[config.mk]
export PLATFORM = sky130hd
export DESIGN_NAME = icm_ltc_sync_ctrl
export DESIGN_NICKNAME = d
export VERILOG_FILES = /design/src/rtl/icm_ltc_sync_ctrl.sv
export SDC_FILE = /design/constraint.sdc
export NUM_CORES = 1
export LEC_CHECK = 0
export CAP_MARGIN = 20
export CORE_ASPECT_RATIO = 0.7
export CORE_MARGIN = 2
export CORE_UTILIZATION = 55
export DETAILED_ROUTE_END_ITERATION = 10
export GPL_TIMING_DRIVEN = 0
export PLACE_DENSITY = 0.77
export SLEW_MARGIN = 20
export SYNTH_ARGS = -nofsm -noshare
export SYNTH_HDL_FRONTEND = slang
export SYNTH_SLANG_ARGS = --single-unit
[constraint.sdc]
create_clock -name clk -period 5.1 [get_ports clk]
set_input_delay 0.51 -clock clk [delete_from_list [all_inputs] [get_ports clk]]
set_output_delay 0.51 -clock clk [all_outputs]
set_load 0.02 [all_outputs]
[src/rtl/icm_ltc_sync_ctrl.sv]
// ============================================================================
// Module   : icm_ltc_sync_ctrl
// Purpose  : ICM LTC deserializer sequencer; owns the local 48-bit LTC counter.
//            Optional macro ICM_LTC_MISMATCH_RELOAD_EN: reload ltc on LOCKED miss.
// Revision : 1.0  initial release
// ============================================================================
`default_nettype none

module icm_ltc_sync_ctrl #(
  parameter int          QUAL_CNT    = 32,
  parameter logic [47:0] LAT_ADJ     = 48'd0,
  parameter int          MSG_TIMEOUT = 2000000,
  parameter int          RESYNC_CNT  = 4000,
  parameter int          MAX_MISS    = 2
) (
  input  logic        clk,
  input  logic        rst_n,
  input  logic        en,
  input  logic [47:0] des_ltc,
  input  logic        des_valid,
  output logic        des_en,
  output logic [47:0] ltc,
  output logic        ltc_valid,
  output logic        locked,
  output logic [15:0] miss_cnt,
  output logic        timeout
);

  localparam int QW = $clog2(QUAL_CNT + 1);
  localparam int TW = $clog2(MSG_TIMEOUT + 1);
  localparam int RW = $clog2(RESYNC_CNT + 1);
  localparam int MW = $clog2(MAX_MISS + 1);

  localparam logic [QW-1:0] QUAL_LAST = QW'(QUAL_CNT - 1);
  localparam logic [TW-1:0] TO_LAST   = TW'(MSG_TIMEOUT - 1);
  localparam logic [RW-1:0] RS_LAST   = RW'(RESYNC_CNT - 1);
  localparam logic [MW-1:0] MISS_LIM  = MW'(MAX_MISS);
  localparam logic [47:0]   LOAD_ADJ  = LAT_ADJ + 48'(QUAL_CNT);

`ifdef ICM_LTC_MISMATCH_RELOAD_EN
  localparam logic RELOAD_EN = 1'b1;
`else
  localparam logic RELOAD_EN = 1'b0;
`endif

  typedef enum logic [1:0] {
    ST_DISABLED = 2'd0,
    ST_ARM      = 2'd1,
    ST_LOCKED   = 2'd2,
    ST_RESYNC   = 2'd3
  } state_e;

  state_e        state_q, state_d;
  logic [47:0]   prev_ltc_q;
  logic          prev_vld_q;
  logic          qual_act_q;
  logic [QW-1:0] qual_q, qual_d;
  logic [47:0]   last_acc_q, last_acc_d;
  logic          last_vld_q, last_vld_d;
  logic [TW-1:0] to_cnt_q, to_cnt_d;
  logic [RW-1:0] rs_cnt_q, rs_cnt_d;
  logic [MW-1:0] consec_q, consec_d;
  logic [15:0]   miss_q, miss_d;
  logic          timeout_q, timeout_d;
  logic [47:0]   ltc_q, ltc_d;
  logic          ltc_vld_q, ltc_vld_d;
  logic          des_en_q;

  logic          w_active;
  logic          w_stable;
  logic [QW-1:0] w_qual;
  logic          w_accept;
  logic [47:0]   w_load;
  logic          w_match;
  logic          w_miss_lim;

  // The qualifier only counts cycles that follow an active cycle, so a word
  // already on the bus when ARM is entered starts qualifying from zero.
  always_comb begin
    w_active = en && ((state_q == ST_ARM) || (state_q == ST_LOCKED));
    w_stable = des_valid && prev_vld_q && qual_act_q && (des_ltc == prev_ltc_q);
    if (!w_stable) begin
      w_qual = '0;
    end else if (qual_q == QUAL_LAST) begin
      w_qual = qual_q;
    end else begin
      w_qual = qual_q + QW'(1);
    end
    w_accept   = w_active && des_valid && (w_qual == QUAL_LAST) &&
                 (!last_vld_q || (des_ltc != last_acc_q));
    w_load     = des_ltc + LOAD_ADJ;
    w_match    = (w_load == (ltc_q + 48'd1));
    w_miss_lim = ((consec_q + MW'(1)) >= MISS_LIM);
  end

  always_comb begin
    state_d    = state_q;
    qual_d     = w_active ? w_qual : '0;
    last_acc_d = last_acc_q;
    last_vld_d = last_vld_q;
    to_cnt_d   = to_cnt_q;
    rs_cnt_d   = '0;
    consec_d   = consec_q;
    miss_d     = miss_q;
    timeout_d  = timeout_q;
    ltc_d      = ltc_vld_q ? (ltc_q + 48'd1) : ltc_q;
    ltc_vld_d  = ltc_vld_q;

    if (w_accept) begin
      last_acc_d = des_ltc;
      last_vld_d = 1'b1;
    end

    if (!en) begin
      state_d    = ST_DISABLED;
      to_cnt_d   = '0;
      consec_d   = '0;
      miss_d     = '0;
      timeout_d  = 1'b0;
      last_vld_d = 1'b0;
    end else begin
      case (state_q)
        ST_DISABLED: begin
          state_d  = ST_ARM;
          to_cnt_d = '0;
        end
        ST_ARM: begin
          if (w_accept) begin
            ltc_d     = w_load;
            ltc_vld_d = 1'b1;
            state_d   = ST_LOCKED;
            to_cnt_d  = '0;
          end else if (to_cnt_q == TO_LAST) begin
            timeout_d = 1'b1;
            state_d   = ST_RESYNC;
            to_cnt_d  = '0;
          end else begin
            to_cnt_d = to_cnt_q + TW'(1);
          end
        end
        ST_LOCKED: begin
          if (w_accept) begin
            to_cnt_d = '0;
            if (w_match) begin
              consec_d = '0;
            end else begin
              if (miss_q != 16'hFFFF) begin
                miss_d = miss_q + 16'd1;
              end
              consec_d = consec_q + MW'(1);
              if (RELOAD_EN) begin
                ltc_d = w_load;
              end
              if (w_miss_lim) begin
                state_d = ST_RESYNC;
              end
            end
          end else if (to_cnt_q == TO_LAST) begin
            timeout_d = 1'b1;
            state_d   = ST_RESYNC;
            to_cnt_d  = '0;
          end else begin
            to_cnt_d = to_cnt_q + TW'(1);
          end
        end
        ST_RESYNC: begin
          if (rs_cnt_q == RS_LAST) begin
            state_d  = ST_ARM;
            consec_d = '0;
          end else begin
            rs_cnt_d = rs_cnt_q + RW'(1);
          end
        end
        default: state_d = ST_DISABLED;
      endcase
    end
  end

  always_ff @(posedge clk or negedge rst_n) begin
    if (!rst_n) begin
      state_q    <= ST_DISABLED;
      prev_ltc_q <= '0;
      prev_vld_q <= 1'b0;
      qual_act_q <= 1'b0;
      qual_q     <= '0;
      last_acc_q <= '0;
      last_vld_q <= 1'b0;
      to_cnt_q   <= '0;
      rs_cnt_q   <= '0;
      consec_q   <= '0;
      miss_q     <= '0;
      timeout_q  <= 1'b0;
      ltc_q      <= '0;
      ltc_vld_q  <= 1'b0;
      des_en_q   <= 1'b0;
    end else begin
      state_q    <= state_d;
      prev_ltc_q <= des_ltc;
      prev_vld_q <= des_valid;
      qual_act_q <= w_active;
      qual_q     <= qual_d;
      last_acc_q <= last_acc_d;
      last_vld_q <= last_vld_d;
      to_cnt_q   <= to_cnt_d;
      rs_cnt_q   <= rs_cnt_d;
      consec_q   <= consec_d;
      miss_q     <= miss_d;
      timeout_q  <= timeout_d;
      ltc_q      <= ltc_d;
      ltc_vld_q  <= ltc_vld_d;
      des_en_q   <= w_active;
    end
  end

  assign des_en    = des_en_q;
  assign ltc       = ltc_q;
  assign ltc_valid = ltc_vld_q;
  assign locked    = (state_q == ST_LOCKED);
  assign miss_cnt  = miss_q;
  assign timeout   = timeout_q;

endmodule

`default_nettype wire
==> results.md, run 1 <==
- CTS tree: yes
- Worst Setup Start Kind: input port
- Synth Flop Type: dfrtp_1
- Post-synth EDFFs: 0
- Mapped Cells: about 1400
- Row count: 46
- Hold Path Origin: des_ltc[24]
- WHS Path Cells: 1
- Die Footprint: roughly 24000 µm²
- Syn_area_per_cell: 9.364 µm²
- Cell Chain, Critical Path: clkdlybuf4s50_1 -> clkbuf_1 -> nand2_1 -> or4_1 -> nor3_1 -> xnor2_1 -> xnor3_1 -> nand4b_1 -> or4_4 -> o41ai_4 -> nor2_2 -> buf_2 -> nand3_1 -> mux2i_1
- Syn Std Cell Area: approximately 13000 µm²
- Worst slew pin tran: around 0.85 ns
- CTS Sinks: around 210
- Worst-path fanout max: 10
- CP Capture Type: register
- Antenna cells: 0
- Largest net degree at the start of global routing: 85
- Final WS setup: 0.2146 ns
- First-pass GRT wire length: about 56000 µm
- Period utilisation layout: 95.79%
- CTS clock-pin slew for the worst setup and hold paths: ~0.070 ns
- CTS root buffer: clkbuf_16
- WP depth: 14
- RSZ-0062 raised after global routing: false
- DR WL/cell: slightly below 20 µm
- Maximum clock frequency: just over 200 MHz
- Worst slack at placement: -0.5093 ns
- Hold Fails Final Rpt: 0
- Worst skew pair latency: roughly 0.53 ns
- Final net count: between 1500 and 2000
- Gpl congestion: between 0.9 and 1
- Synthesized net count: 1415
- WP data arrival: between 5 and 6 ns
- Slew margin rel.: between 40% and 50%
- Fill count: around 1800
- Tot Pwr: approximately 3.7 mW
- Min-Delay Path Class: input port to register
- CTS H-Tree Depth: 1
- Routed vias: 10770
- Yosys reg bits: around 210
- Initial cell density of the core: between 50% and 60%
- Final setup fails: 0
- Slowest-stage cell, CP: or4_1
- Max stage delay on crit path: ~0.68 ns
- Crit path max-delay family: simple AND/OR/NAND/NOR gates
- CORE AREA: 22620 µm²
- Vias in the first global route: about 10000
- Finished Core Util: 66.84%
- TritonRoute pass-1 iters: 5
- Tmin final: 4.885 ns
- Max-slew violation count: 0
- Pwr dens: about 250 nW/µm²
- Setup_tns: 0 ns
- Reg2reg start: ltc[0]$_DFF_PN0_
- Final WL: 36050 µm
- Grt ovf: 0
- Async set-or-reset flop fraction in the synthesized netlist: 100.0%
- I/O Pins: 120
- Status: finished, final reports clean
- Number of distinct library cells after synthesis: 65
- Chip Width: between 150 and 200 µm
- Routed Antenna Nets: 0
- Drt drc: 0
- Share of cells above drive strength 1: about 8.5%
- Number of buffers added on ports: roughly 120
- Seq/Total Area, Yosys: about two fifths
- Worst setup startpoint: des_ltc[10]
- CP required: around 5.5 ns
- Initial antenna violation count: 0
- Critical path buffers and inverters: 3
- Setup CP Type: input port to register
- Longest Clk Path Bufs: 3
- Peak VDD IR: 0.3098 mV
- Detail-routed via count per cell: just under 6
- CTS buffer count: 22
- DR iter-0 viols: 1318
- Clock Skews: about 0.025 ns
- Leakage: a little over 6 nW
- GRT Util Overall: between 20% and 30%
- Worst Reg-to-Reg Cells: 15
- Detail Placement HPWL: 27150 µm
- Total of max-cap violations: 0
- Synth warn: 0
- Synth-to-Final Area Change: 19.43%
- Die Ht: between 100 and 150 µm
## cells in the final DEF (no fill, tap or decap), types with 4 or more instances in the layout
cell / n
mux2_1: 4
clkbuf_1: 57
mux2_2: 44
clkdlybuf4s50_1: 118
and2_1: 14
mux2i_1: 13
nor2b_1: 12
clkinvlp_4: 4
and3_1: 34
a31oi_1: 9
xnor2_1: 160
ha_1: 11
nand2b_1: 16
and4_1: 18
nor3_1: 30
o211ai_1: 6
a21oi_1: 49
nor2_1: 114
nand2_1: 122
xor2_1: 95
nand4_1: 61
or4_1: 9
clkbuf_16: 22
buf_2: 21
dfrtp_1: 208
xnor3_1: 5
buf_1: 7
nor4_1: 37
xor3_1: 5
nand3_1: 53
inv_1: 28
o21ai_0: 54
## cells by family after synthesis
family / share of synthesized area (%)
and+or+nand+nor: 22.41
xor gates and xnor gates: 19.60
AOI/OAI and AO/OA: 6.899
buffers and inverters: 3.597
muxes: 5.297
DFF: 41.11
adders and majority gates: 1.087
## layout make-up
type / count / area (µm²) / area share (%)
Clock inverter: 11 / 165.2 / 1.092
Inverter: 28 / 105.1 / 0.6951
Sequential cell: 208 / 5205 / 34.43
Timing Repair Buffer: 123 / 1269 / 8.391
Multi-Input combinational cell: 1031 / 7025 / 46.47
Clock buffer: 29 / 606.8 / 4.014
Tap cell: 312 / 390.4 / 2.582
Buffer: 85 / 352.8 / 2.334
## path summary, 6_finish.rpt
kind                            slack (ns)                  endpoint
worst max-delay path                  0.21  miss_cnt[12]$_DFFE_PN0P_
worst min-delay path                  0.44  prev_ltc_q[24]$_DFF_PN0_
min in group asynchronous             0.51         ltc[26]$_DFF_PN0_
worst max register to register        0.53  miss_cnt[12]$_DFFE_PN0P_
worst min register to register        0.49     rs_cnt_q[0]$_DFF_PN0_
max in group asynchronous             3.84  prev_ltc_q[39]$_DFF_PN0_
## Yosys cell counts, types with 3 or more instances
cell type,number,share of area [%]
o2111ai_1,3,0.21
xnor3_1,5,0.89
nand4_1,61,3.0
mux2i_1,13,1.0
mux2_2,44,3.9
and4_1,18,1.2
o21ai_0,54,2.1
nand3_1,53,2.1
and2_1,14,0.69
nor4_1,38,1.9
o211ai_1,6,0.36
a21oi_1,49,1.9
or2_2,3,0.15
xor2_1,95,6.6
buf_2,21,0.83
buf_1,8,0.24
a31o_2,3,0.21
xnor2_1,160,11
or3_1,3,0.15
ha_1,11,1.1
nor2_1,114,3.4
clkbuf_1,54,1.6
dfrtp_1,208,41
and3_1,34,1.7
a31oi_1,9,0.44
nor2b_1,12,0.59
xor3_1,5,0.94
inv_1,28,0.83
nor4b_1,3,0.21
or4_1,9,0.53
nand2_1,122,3.6
nor3_1,31,1.2
mux2_1,4,0.36
nand2b_1,16,0.79
nand4b_1,3,0.21
## state kept, by name, indices dropped and copies added, names as in the netlist, 2 cells and up
register	flops
miss_cnt	16
rs_cnt_q	12
prev_ltc_q	48
state_q	2
qual_q	6
to_cnt_q	21
ltc	48
last_acc_q	48
consec_q	2
## what timing repair did
| item | in CTS | in global routing |
|---|---|---|
| resized for setup | 0 | 6 |
| setup buffers | 0 | 1 |
| setup endpoints to repair | 0 | 99 |
| hold buffers | 1 | 0 |
| endpoints found under the hold margin | 53 | 0 |
## metal layers
| metal | routed length [µm] | up-vias | GRT usage [%] |
|---|---|---|---|
| met5 | 0 | - | 0 |
| met4 | 592 | 0 | 5.275 |
| met3 | 3662 | 42 | 5.460 |
| met2 | 14990 | 493 | 43.26 |
| met1 | 16810 | 5237 | 46.68 |
| li1 | - | 4993 | - |
## power by group
| group | internal, mW | switching [mW] |
|---|---|---|
| logic | 0.129 | 0.204 |
| registers | 1.67 | 0.0128 |
| clock network | 1.00 | 0.707 |
| total | 2.80 | 0.925 |
## per-stage QoR
stage          hold WS (ns)  instance area (µm²)  std cells
3_3_place_gp         0.4802                14240       1783
4_1_cts              0.4325                15090       1826
5_1_grt              0.4524                15120       1827
2_1_floorplan        0.2144                12660       1352
3_5_place_dp         0.4602                14310       1785
6_report             0.4447                15120       1827
No activity file was read; power rests on OpenSTA's default activity.
==> run 2, diff against run 1 <==
- CORE_ASPECT_RATIO: 0.7 -> 1.1
==> run 2 against run 1 <==
Count of clock-buffer cells in the layout did not move. Clock skew fell by 0.0047 ns. Non-clock buffer count did not move. Combinational power fell by 1%. Worst setup slack got worse by 0.094 ns. Sequential power barely moved. Final cell count fell by 0.60%. First-iteration DRC count fell by 33%. Critical path type unchanged. Largest cell class unchanged.
==> results.md, run 2 (synthesis results as in run 1) <==
- Status: finished, final reports clean
- Grt ovf: 0
- Commonest non-fill, non-tap cell in the layout: dfrtp_1
- Most frequent cells in the layout: dfrtp_1, xnor2_1, nand2_1
- GRT Util Overall: 29.27%
- DR WL/cell: about 19 µm
- Placed Cells: between 1500 and 2000
- Share of cells above drive strength 1: around 8.6%
- Tmin final: between 4 and 5 ns
- Number of buffers added on ports: between 100 and 150
- Cell area after layout: between 15000 and 20000 µm²
- Final net count: approximately 1600
- Flop-to-flop setup slack: ~0.49 ns
- Routed vias: ~11000
- CTS buffer count: 23
- DR iter-0 viols: between 800 and 900
- RSZ-0062 raised after global routing: false
- Detail Placement HPWL: roughly 26000 µm
- Gpl congestion: 0.9626
- Row count: 58
- Peak VDD IR: 0.3400 mV
- Hold_ws: 0.3963 ns
- Worst-path fanout max: 10
- TritonRoute pass-1 iters: 5
- Dpl cell area: around 14000 µm²
- CTS root buffer: clkbuf_16
- First-pass GRT wire length: between 50000 and 60000 µm
- Worst Setup Start Kind: input port
- Setup_tns: 0 ns
- Cell Chain, Critical Path: clkdlybuf4s50_1 -> clkbuf_1 -> nand2_1 -> or4_1 -> nor3_1 -> xnor2_1 -> xnor3_1 -> nand4b_1 -> or4_4 -> o41ai_4 -> nor2_2 -> buf_2 -> nand3_1 -> mux2i_1
- Final WL: about 35000 µm
- Worst slew pin tran: 0.9003 ns
- Maximum clock frequency: 200.8 MHz
- Drt drc: 0
- CORE AREA: 22710 µm²
- Initial antenna violation count: 0
- Period utilisation layout: between 90% and 100%
- Setup CP Type: input port to register
- Synth-to-Final Area Change: 19.52%
- Max stage delay on crit path: around 0.67 ns
- Min-Delay Path Class: input port to register
- CTS Sinks: around 210
- Chip Width: 148.7 µm
- I/O Pins: 120
- Slowest-stage cell, CP: or4_1
- Die Ht: between 150 and 200 µm
- Hold Fails Final Rpt: 0
- Initial cell density of the core: between 50% and 60%
- Worst skew pair latency: around 0.53 ns
- CTS H-Tree Depth: 1
- CP Capture Type: register
- Total of max-cap violations: 0
- Max-slew violation count: 0
- Vias in the first global route: 10630
- WP data arrival: ~5.4 ns
- CTS clock-pin slew for the worst setup and hold paths: 0.06 ns
- Leakage: between 6 and 7 nW
- Layout Cells excl Fill: between 1500 and 2000
- CP required: 5.53 ns
- Die Footprint: around 24000 µm²
- Antenna cells: 0
- Longest Clk Path Bufs: 3
- CTS tree: yes
- Largest net degree at the start of global routing: 85
- Routed Antenna Nets: 0
- Detail-routed via count per cell: ~6
- Clock Skews: about 0.02 ns
- Slew margin rel.: approximately two fifths
- Pwr dens: ~250 nW/µm²
- Final setup fails: 0
-- run 2: metal layers --
metal / track usage (%) / share of wire [%]
met2: 49.54 / 49
met4: 10.43 / 3.2
met5: 0 / 0
met3: 4.022 / 6.5
met1: 38.68 / 42
-- run 2: timing repair --
item | CTS | global route
hold endpoints to repair | 49 | 0
gates resized for setup | 1 | 4
endpoints found under the setup margin | 82 | 69
pin swaps | 0 | 1
hold buffers | 1 | 0
buffers inserted | 0 | 2
-- run 2: critical path: cells and delay by family --
family	cells	cell delay [ns]
compound gates	1	0.48
simple gates	7	2.37
xor+xnor	2	0.69
buf+inv	3	1.13
mux	1	0.21
-- run 2: power breakdown --
| part | switching (mW) | internal [mW] |
|---|---|---|
| clock | 0.690 | 1.07 |
| combinational | 0.201 | 0.129 |
| sequential | 0.0121 | 1.67 |
-- run 2: layout make-up --
type | count | area (µm²)
plain buffers | 84 | 347.8
clock buffers | 29 | 628.1
clock inverters | 12 | 171.4
fillers | 1837 | 7584
inverters | 28 | 105.1
multi-input cells | 1031 | 7019
flip-flops and latches | 208 | 5205
well taps | 300 | 375.4
repair buffers | 124 | 1279
-- run 2: metrics by stage --
step           power [mW]  worst slack (ns)  util, %
2_1_floorplan       1.881             1.109        -
3_3_place_gp        2.028            -5.183    62.63
3_5_place_dp        2.040           -0.7993    62.90
4_1_cts             3.797           0.07888    66.49
5_1_grt             3.913           0.03785    66.61
6_report            3.780            0.1210    66.61
-- run 2: worst paths after layout --
kind / from / to / cells past startpoint
min in group asynchronous: rst_n / prev_ltc_q[7]$_DFF_PN0_ / 2
max in group asynchronous: rst_n / rs_cnt_q[10]$_DFF_PN0_ / 3
worst min register to register: rs_cnt_q[0]$_DFF_PN0_ / rs_cnt_q[0]$_DFF_PN0_ / 1
worst max register to register: ltc[0]$_DFF_PN0_ / miss_cnt[12]$_DFFE_PN0P_ / 15
worst min-delay path: des_ltc[6] / prev_ltc_q[6]$_DFF_PN0_ / 1
worst max-delay path: des_ltc[11] / miss_cnt[12]$_DFFE_PN0P_ / 14
